[config.mk]
export PLATFORM = sky130hd
export DESIGN_NAME = bk_adder_pipe
export DESIGN_NICKNAME = d
export VERILOG_FILES = /design/src/rtl/bk_adder_pipe.sv
export SDC_FILE = /design/constraint.sdc
export NUM_CORES = 1
export LEC_CHECK = 0
export CORE_ASPECT_RATIO = 2
export CORE_UTILIZATION = 45
export DETAILED_ROUTE_END_ITERATION = 16
export GPL_TIMING_DRIVEN = 1
export PLACE_DENSITY = 0.74
export SETUP_SLACK_MARGIN = 0.2
export SYNTH_ARGS = -nofsm -noshare
export SYNTH_HDL_FRONTEND = slang
export SYNTH_SLANG_ARGS = --single-unit
[constraint.sdc]
create_clock -name clk -period 1.6 [get_ports clk]
set_input_delay 0.24 -clock clk [delete_from_list [all_inputs] [get_ports clk]]
set_output_delay 0.24 -clock clk [all_outputs]
set_load 0.1 [all_outputs]
[src/rtl/bk_adder_pipe.sv]
// Two-stage pipelined Brent-Kung adder/subtractor with valid/ready handshake
// and a carry register so that wide operands can be streamed as chained beats.
module bk_adder_pipe #(
  parameter int WIDTH = 8
) (
  input  logic             clk,
  input  logic             rst_n,
  input  logic             in_valid,
  output logic             in_ready,
  input  logic [WIDTH-1:0] in_a,
  input  logic [WIDTH-1:0] in_b,
  input  logic             in_cin,
  input  logic             in_sub,
  input  logic             in_chain,
  output logic             out_valid,
  input  logic             out_ready,
  output logic [WIDTH-1:0] out_sum,
  output logic             out_cout,
  output logic             out_ovf
);

  localparam int LG = $clog2(WIDTH);

  logic             s1_valid_q, s1_valid_d;
  logic [WIDTH-1:0] s1_p_q, s1_p_d;
  logic [WIDTH-1:0] s1_g_q, s1_g_d;
  logic             s1_chain_q, s1_chain_d;
  logic             s1_sub_q, s1_sub_d;
  logic             s1_cin_q, s1_cin_d;

  logic             out_valid_q, out_valid_d;
  logic [WIDTH-1:0] out_sum_q, out_sum_d;
  logic             out_cout_q, out_cout_d;
  logic             out_ovf_q, out_ovf_d;
  logic             carry_q, carry_d;

  logic             adv;
  logic             accept;
  logic [WIDTH-1:0] b_eff;
  logic             cin_eff;
  logic [WIDTH-1:0] gg;
  logic [WIDTH-1:0] pp;
  logic [WIDTH:0]   c;
  logic [WIDTH-1:0] sum;

  assign adv      = !out_valid_q | out_ready;
  assign in_ready = !s1_valid_q | adv;
  assign accept   = in_valid & in_ready;

  // Stage 1: propagate/generate capture and carry-in selection flags
  always_comb begin
    b_eff      = in_sub ? ~in_b : in_b;
    s1_valid_d = s1_valid_q;
    s1_p_d     = s1_p_q;
    s1_g_d     = s1_g_q;
    s1_chain_d = s1_chain_q;
    s1_sub_d   = s1_sub_q;
    s1_cin_d   = s1_cin_q;
    if (accept) begin
      s1_valid_d = 1'b1;
      s1_p_d     = in_a ^ b_eff;
      s1_g_d     = in_a & b_eff;
      s1_chain_d = in_chain;
      s1_sub_d   = in_sub;
      s1_cin_d   = in_cin;
    end else if (adv) begin
      s1_valid_d = 1'b0;
    end
  end

  // Stage 2: Brent-Kung prefix tree; after both sweeps gg[i]/pp[i] span bits 0..i
  always_comb begin
    gg = s1_g_q;
    pp = s1_p_q;
    for (int l = 0; l < LG; l++) begin
      for (int i = 0; i < WIDTH; i++) begin
        if (((i + 1) % (2 << l)) == 0) begin
          gg[i] = gg[i] | (pp[i] & gg[i - (1 << l)]);
          pp[i] = pp[i] & pp[i - (1 << l)];
        end
      end
    end
    for (int l = LG - 2; l >= 0; l--) begin
      for (int i = 0; i < WIDTH; i++) begin
        if ((i >= 3 * (1 << l) - 1) && (((i + 1 - (1 << l)) % (2 << l)) == 0)) begin
          gg[i] = gg[i] | (pp[i] & gg[i - (1 << l)]);
          pp[i] = pp[i] & pp[i - (1 << l)];
        end
      end
    end
  end

  // Green cells fold the selected carry-in into every group prefix
  always_comb begin
    cin_eff = s1_chain_q ? carry_q : (s1_sub_q ? 1'b1 : s1_cin_q);
    c[0]    = cin_eff;
    for (int i = 0; i < WIDTH; i++) begin
      c[i + 1] = gg[i] | (pp[i] & cin_eff);
    end
    sum = s1_p_q ^ c[WIDTH-1:0];
  end

  always_comb begin
    out_valid_d = out_valid_q;
    out_sum_d   = out_sum_q;
    out_cout_d  = out_cout_q;
    out_ovf_d   = out_ovf_q;
    carry_d     = carry_q;
    if (adv) begin
      out_valid_d = s1_valid_q;
      if (s1_valid_q) begin
        out_sum_d  = sum;
        out_cout_d = c[WIDTH];
        out_ovf_d  = c[WIDTH] ^ c[WIDTH-1];
        carry_d    = c[WIDTH];
      end
    end
  end

  always_ff @(posedge clk or negedge rst_n) begin
    if (!rst_n) begin
      s1_valid_q  <= 1'b0;
      s1_p_q      <= '0;
      s1_g_q      <= '0;
      s1_chain_q  <= 1'b0;
      s1_sub_q    <= 1'b0;
      s1_cin_q    <= 1'b0;
      out_valid_q <= 1'b0;
      out_sum_q   <= '0;
      out_cout_q  <= 1'b0;
      out_ovf_q   <= 1'b0;
      carry_q     <= 1'b0;
    end else begin
      s1_valid_q  <= s1_valid_d;
      s1_p_q      <= s1_p_d;
      s1_g_q      <= s1_g_d;
      s1_chain_q  <= s1_chain_d;
      s1_sub_q    <= s1_sub_d;
      s1_cin_q    <= s1_cin_d;
      out_valid_q <= out_valid_d;
      out_sum_q   <= out_sum_d;
      out_cout_q  <= out_cout_d;
      out_ovf_q   <= out_ovf_d;
      carry_q     <= carry_d;
    end
  end

  assign out_valid = out_valid_q;
  assign out_sum   = out_sum_q;
  assign out_cout  = out_cout_q;
  assign out_ovf   = out_ovf_q;

endmodule

==> impl_metrics.env, run 1 <==
export IMPL_worstSetupStartpointType="flip-flop"
export IMPL_layout_drive_gt1_share_pct=46.0
export IMPL_portBuffers=34
export IMPL_p_total_w=0.00414
export IMPL_crit_type="flip-flop to flip-flop"
export IMPL_setup_viol=2
export IMPL_post_route_period_util_pct=102
export IMPL_die_h_um=85.6
export IMPL_numCtsBuffers=5
export IMPL_holdWs_ns=0.355
export IMPL_synth_seq_cells=31
export IMPL_post_drt_wl_per_cell_um=17.0
export IMPL_cts_root_buffer="clkbuf_8"
export IMPL_synth_largest_area_cell="dfrtp_1"
export IMPL_dieArea_um2=3750
export IMPL_viasPerCell=5.45
export IMPL_clockBufferDepth=2
export IMPL_num_nets_final=233
export IMPL_fin_crit_ns=1.63
export IMPL_dp_slack_ns=-0.121
export IMPL_ys_warn_count=0
export IMPL_pwr_share_seq_pct=29.1
export IMPL_syn_avg_cell_area_um2=11.9
export IMPL_antenna_left=0
export IMPL_p_sw_w=0.00180
export IMPL_h_tree_depth=2
export IMPL_total_leakage_power_nw=1.23
export IMPL_relSlewSlack_pct=73.3
export IMPL_worstPathRequired_ns=1.78
export IMPL_setup_ws_ns=-0.0258
export IMPL_hold_violations=0
export IMPL_drt_total_wl_um=3990
export IMPL_clkSlewWorstSetupHoldPaths_ns=0.07
export IMPL_rsz0062_at_grt="yes"
export IMPL_rows=30
export IMPL_ys_seq_area_share_pct=49.3
export IMPL_cap_violations=0
export IMPL_synth_area_leaders="dfrtp_1, mux2_2, ha_1, xor2_1, nand2_1"
export IMPL_grt_pass1_vias=1445
export IMPL_slowest_stage="dfrtp_1"
export IMPL_yosys_area_top_type_share_pct=49.3
export IMPL_synth_area_um2=1570
export IMPL_synth_simple_gate_area_share_pct=11.5
export IMPL_netlist_instances=132
export IMPL_hp_class="primary input to async pin"
export IMPL_routabilityCongestion=0.706
export IMPL_start_util_pct=46.6
export IMPL_p_comb_share_pct=55.7
export IMPL_overflow=0
export IMPL_violations="DRC, setup timing"
export IMPL_swShare_pct=43.4
export IMPL_synth_compound_area_share_pct=11.0
export IMPL_synth_cell_types=31
export IMPL_synthMuxAreaShare_pct=13.6
export IMPL_place_inst=214
export IMPL_r2r_slack_ns=-0.03
export IMPL_syn_nets=164
export IMPL_drtIter0Drc=41
export IMPL_grt_max_degree=32
export IMPL_critPathMaxFanout=3
export IMPL_area_growth_pct=67.3
export IMPL_fin_cells=234
export IMPL_fin_skew_ns=0.00893
export IMPL_cts_tree="yes"
export IMPL_synth_top_family_by_area="multiplexers"
export IMPL_antenna_found_initial=0
export IMPL_drv_slew=0
export IMPL_dpl_hpwl_um=2660
export IMPL_cp_end_kind="flip-flop"
export IMPL_vias=1276
export IMPL_grt_use_total_pct=23.4
export IMPL_ios=35
export IMPL_synth_xor_area_share_pct=6.68
export IMPL_drt_pre_antenna_iters=10
export IMPL_grt_pass1_wl_um=6420
export IMPL_num_antenna_cells=0
export IMPL_synth_adder_area_share_pct=7.16
export IMPL_arrival_ns=1.81
export IMPL_max_stage_delay_ns=0.40
export IMPL_power_density_nw_per_um2=1570
export IMPL_status="complete, but fails checks"
export IMPL_core_area_um2=3380
export IMPL_drc=4
export IMPL_worst_pin_slew_ns=0.401
export IMPL_cts_sinks=31
export IMPL_utilization_pct=77.9
export IMPL_internal_power_w=0.00234
export IMPL_clkPwrFrac_pct=15.2
export IMPL_max_freq_mhz=615
export IMPL_die_w_um=43.8
export IMPL_vdd_ir_drop_max_mv=1.06
export IMPL_cp_cell_sequence="nor2b_4 > o31a_1 > buf_6 > a21oi_4 > a211oi_2 > o41ai_2"
export IMPL_worstSkewPairLatency_ns=0.28
## area by class of cell
type,instances,area (um2)
Clock buffer,7,86.3
Clock inverter,1,5.00
Fill cell,203,747
Multi-Input combinational cell,98,925
Sequential cell,31,785
Tap cell,32,40.0
Timing Repair Buffer,65,791
## state kept, by name, summed over array words and instances, names as in the netlist
name,flops
carry_q,1
s1_valid_q,1
out_sum,8
s1_cin_q,1
s1_p_q,8
s1_g_q,8
out_valid,1
s1_sub_q,1
s1_chain_q,1
out_ovf,1
## per-stage QoR
stage | cell area [um2] | setup TNS (ns)
floorplan | 1670 | -17.01
global placement | 2330 | -0.413
detailed placement | 2330 | -0.800
CTS | 2520 | -0.0123
global route | 2630 | -0.299
finish | 2630 | -0.0331
## cell usage in the layout, fill, tap and decap left out, types with 2 or more instances in the layout
cell type        instances
nand3_1                  2
buf_12                  15
a21oi_2                  2
buf_6                    5
ha_1                     8
xor2_1                  10
nand2b_1                 4
nor2_1                   3
clkbuf_8                 6
nor3_2                   2
dfrtp_1                 28
clkdlybuf4s50_1         21
dfrtp_4                  2
o21ai_1                  2
nor2_2                   2
buf_4                   21
mux2_4                  17
o21ai_0                  4
nand2_2                  2
o31a_1                   2
xnor2_1                  2
mux2_2                   2
nand2_1                 13
## Yosys cell counts
library cell / n
or3_1: 1
mux2_2: 19
o21a_1: 1
o311ai_0: 1
nor3_2: 1
nor2_1: 5
nand2_1: 16
a21o_1: 1
o41ai_2: 1
nand2b_1: 4
or2_1: 1
o31ai_1: 1
and2_1: 2
ha_1: 9
nand3_1: 2
xnor2_1: 2
nand3b_1: 1
a211oi_4: 1
clkbuf_1: 2
nor2b_4: 1
o21ai_0: 7
a211oi_1: 1
o31ai_2: 1
a21oi_1: 3
o31a_1: 2
a21oi_2: 1
xor2_1: 10
dfrtp_1: 31
buf_2: 1
o21a_2: 1
nor3_1: 2
## critical path, delay by kind of cell (launching register included)
kind	cells	cell delay, ns
flip-flops	1	0.40
AND/OR/NAND/NOR	1	0.14
AO/OA/AOI/OAI	4	0.82
buffers and inverters	1	0.15
## worst paths after layout
path / start / end / depth (start not counted)
setup / recovery: s1_chain_q$_DFFE_PN0P_ / out_sum[6]$_DFFE_PN0P_ / 6
hold / removal: rst_n / out_sum[3]$_DFFE_PN0P_ / 2
setup reg to reg: s1_chain_q$_DFFE_PN0P_ / out_sum[6]$_DFFE_PN0P_ / 6
hold reg to reg: s1_g_q[5]$_DFFE_PN0P_ / s1_g_q[5]$_DFFE_PN0P_ / 1
max in group asynchronous: rst_n / carry_q$_DFFE_PN0P_ / 2
min in group clk: s1_g_q[5]$_DFFE_PN0P_ / s1_g_q[5]$_DFFE_PN0P_ / 1
## power groups by stage
stage | clock network, W | registers [W] | logic, W
2_1_floorplan | 0 | 0.00192 | 0.000553
3_3_place_gp | 0 | 0.00120 | 0.00209
3_5_place_dp | 0 | 0.00121 | 0.00214
4_1_cts | 0.000636 | 0.00120 | 0.00223
5_1_grt | 0.000678 | 0.00123 | 0.00241
6_report | 0.000630 | 0.00121 | 0.00230
## routing by layer
layer,GRT usage [%],wire length (um),vias to the layer above
li1,-,-,607
met1,23.8,1410,626
met2,42.9,2330,34
met3,5.26,129,9
met4,10.8,114,0
met5,0,0,-
## kinds of logic after synthesis
group                    Yosys count
AO/OA/AOI/OAI                     22
flip-flops                        31
XOR/XNOR                          12
multiplexers                      19
AND/OR/NAND/NOR                   36
adder cells (fa/ha/maj)            9
buffers and inverters              3
## timing repair
action	in CTS	in global routing
endpoints found under the setup margin	13	29
gates resized for setup	9	14
setup buffers	6	4
hold buffers	0	0
cloned	1	1
pin swaps	4	6
No activity file was read; power rests on OpenSTA's default activity.
==> run 2: changes to the inputs <==
--- a/config.mk
+++ b/config.mk
@@ -5,11 +5,12 @@
 export SDC_FILE = /design/constraint.sdc
 export NUM_CORES = 1
 export LEC_CHECK = 0
+export ABC_CLOCK_PERIOD_IN_PS = 1600
 export CORE_ASPECT_RATIO = 2
-export CORE_UTILIZATION = 45
+export CORE_UTILIZATION = 25
 export DETAILED_ROUTE_END_ITERATION = 16
 export GPL_TIMING_DRIVEN = 1
-export PLACE_DENSITY = 0.74
+export PLACE_DENSITY = 0.46
 export SETUP_SLACK_MARGIN = 0.2
 export SYNTH_ARGS = -nofsm -noshare
 export SYNTH_HDL_FRONTEND = slang
==> run 2 against run 1 <==
- the flow finishes with violations (setup timing)
- maximum frequency rose by 1.0%
- core utilization fell by 31 points
- cell area rose by 8.4%
- register-to-register slack improved by 0.02 ns
- combinational power rose by 2%
- clock skew fell by 0.0041 ns
- count of clock-buffer cells in the layout did not move
- wire length rose by 4.4%
- power rose by 7.3%
- global-route usage fell by 9.8 points
- sequential power barely moved
- critical path type unchanged
- critical endpoint unchanged
- largest power group unchanged
- highest routed layer unchanged
==> impl_metrics.env, run 2 (same netlist as run 1, synthesis figures left out) <==
export IMPL_rows=40
export IMPL_drv_slew=0
export IMPL_fin_skew_ns=0.00481
export IMPL_clkSlewWorstSetupHoldPaths_ns=0.05
export IMPL_dieArea_um2=6630
export IMPL_cts_tree="yes"
export IMPL_path_buf_inv=2
export IMPL_max_freq_mhz=621
export IMPL_slowest_stage="dfrtp_1"
export IMPL_routabilityCongestion=0.784
export IMPL_worst_pin_slew_ns=0.545
export IMPL_grt_max_degree=14
export IMPL_total_leakage_power_nw=1.29
export IMPL_cap_violations=0
export IMPL_cp_end_kind="flip-flop"
export IMPL_r2r_start="s1_p_q[1]$_DFFE_PN0P_"
export IMPL_arrival_ns=1.78
export IMPL_fin_cells=295
export IMPL_hp_class="primary input to async pin"
export IMPL_hold_violations=0
export IMPL_num_nets_final=242
export IMPL_worstPathRequired_ns=1.77
export IMPL_layout_drive_gt1_share_pct=48.3
export IMPL_power_density_nw_per_um2=1560
export IMPL_clockBufferDepth=2
export IMPL_drc=0
export IMPL_core_area_um2=6060
export IMPL_holdWs_ns=0.327
export IMPL_numCtsBuffers=5
export IMPL_final_common_cell="dfrtp_1"
export IMPL_worstSetupStartpointType="flip-flop"
export IMPL_ios=35
export IMPL_die_h_um=114
export IMPL_critical_path_top_delay_family="compound AO/OA/AOI/OAI gates"
export IMPL_post_drt_wl_per_cell_um=14.1
export IMPL_cp_cell_sequence="nand2_2 > o31a_1 > buf_4 > buf_6 > a21oi_4 > a211oi_2 > o41ai_2"
export IMPL_drtIter0Drc=22
export IMPL_viasPerCell=4.29
export IMPL_critPathMaxFanout=4
export IMPL_antenna_found_initial=0
export IMPL_grt_pass1_vias=1321
export IMPL_vias=1266
export IMPL_relSlewSlack_pct=63.5
export IMPL_reg2reg_to="out_sum[6]$_DFFE_PN0P_"
export IMPL_cts_sinks=31
export IMPL_rsz0062_at_grt="yes"
export IMPL_area_growth_pct=81.3
export IMPL_portBuffers=34
export IMPL_antenna_left=0
export IMPL_worstSkewPairLatency_ns=0.27
export IMPL_violations="setup timing"
export IMPL_vdd_ir_drop_max_mv=0.510
export IMPL_final_cell_mix="dfrtp_1, buf_4, clkdlybuf4s50_1"
export IMPL_place_inst=274
export IMPL_setup_ws_ns=-0.00932
export IMPL_r2r_slack_ns=-0.009
export IMPL_grt_pass1_wl_um=6490
export IMPL_crit_type="flip-flop to flip-flop"
export IMPL_setup_viol=2
export IMPL_num_antenna_cells=0
export IMPL_die_w_um=58.1
export IMPL_start_util_pct=26.0
export IMPL_post_route_period_util_pct=101
export IMPL_max_stage_delay_ns=0.41
export IMPL_status="complete, but fails checks"
export IMPL_cts_root_buffer="clkbuf_16"
export IMPL_postCtsHoldBufs=0
export IMPL_fillers=550
export IMPL_grt_use_total_pct=13.6
export IMPL_overflow=0
export IMPL_drt_pre_antenna_iters=4
export IMPL_drt_total_wl_um=4160
export IMPL_dpl_hpwl_um=2970
export IMPL_h_tree_depth=2
export IMPL_reg2reg_depth=7
export IMPL_fin_crit_ns=1.61
export IMPL_crit_cells=7
[run 2: cell count changes in the layout (fill, tap and decap cells not counted), sizes merged]
cell,delta
clkdlybuf4s15,+1
buf,+8
clkbuf,+1
clkdlybuf4s50,-1
[run 2: final cells by class]
class / count / area, um2 / share of cell area, %
multi-input cells: 98 / 920 / 32.3
repair buffers: 74 / 906 / 31.8
clock inverters: 1 / 5.00 / 0.176
flip-flops and latches: 31 / 783 / 27.5
well taps: 84 / 105 / 3.69
clock buffers: 7 / 133 / 4.65
[run 2: what timing repair did]
action | 4_1_cts | 5_1_grt
cloned | 1 | 2
pin swaps | 5 | 6
gates resized for setup | 10 | 10
buffers inserted | 5 | 5
setup endpoints to repair | 11 | 23
[run 2: stage by stage]
stage	power (W)	utilization [%]	setup TNS, ns	worst slack, ns	cell area, um2
2_1_floorplan	0.00248	-	-17.01	-0.927	1670
3_3_place_gp	0.00338	41.1	-0.575	-0.0718	2490
4_1_cts	0.00439	45.0	-0.0542	-0.0363	2720
3_5_place_dp	0.00341	41.1	-1.03	-0.116	2490
6_report	0.00444	47.1	-0.0133	-0.00932	2850
5_1_grt	0.00467	47.1	-0.338	-0.103	2850
[run 2: metal layers]
layer / share of wire [%] / global-route usage, % / up-vias
li1: - / - / 618
met1: 35 / 14.0 / 616
met2: 60 / 24.4 / 26
met3: 2.6 / 3.84 / 6
met4: 2.1 / 6.67 / 0
met5: 0 / 0 / -
[run 2: worst max path at each step]
stage	start	endpoint	slack, ns
global placement	in_sub	s1_p_q[5]$_DFFE_PN0P_	-0.07
CTS	s1_chain_q$_DFFE_PN0P_	out_sum[7]$_DFFE_PN0P_	-0.04
finish	s1_p_q[1]$_DFFE_PN0P_	out_sum[6]$_DFFE_PN0P_	-0.009
global route	s1_p_q[1]$_DFFE_PN0P_	out_sum[6]$_DFFE_PN0P_	-0.10
detailed placement	in_sub	s1_p_q[1]$_DFFE_PN0P_	-0.12
floorplan	out_valid$_DFFE_PN0P_	s1_g_q[3]$_DFFE_PN0P_	-0.93
[run 2: where the power goes]
group	switching (W)	internal, W
Combinational	0.00129	0.00106
Clock	0.000313	0.000573
Sequential	0.000211	0.000994
Total	0.00182	0.00262
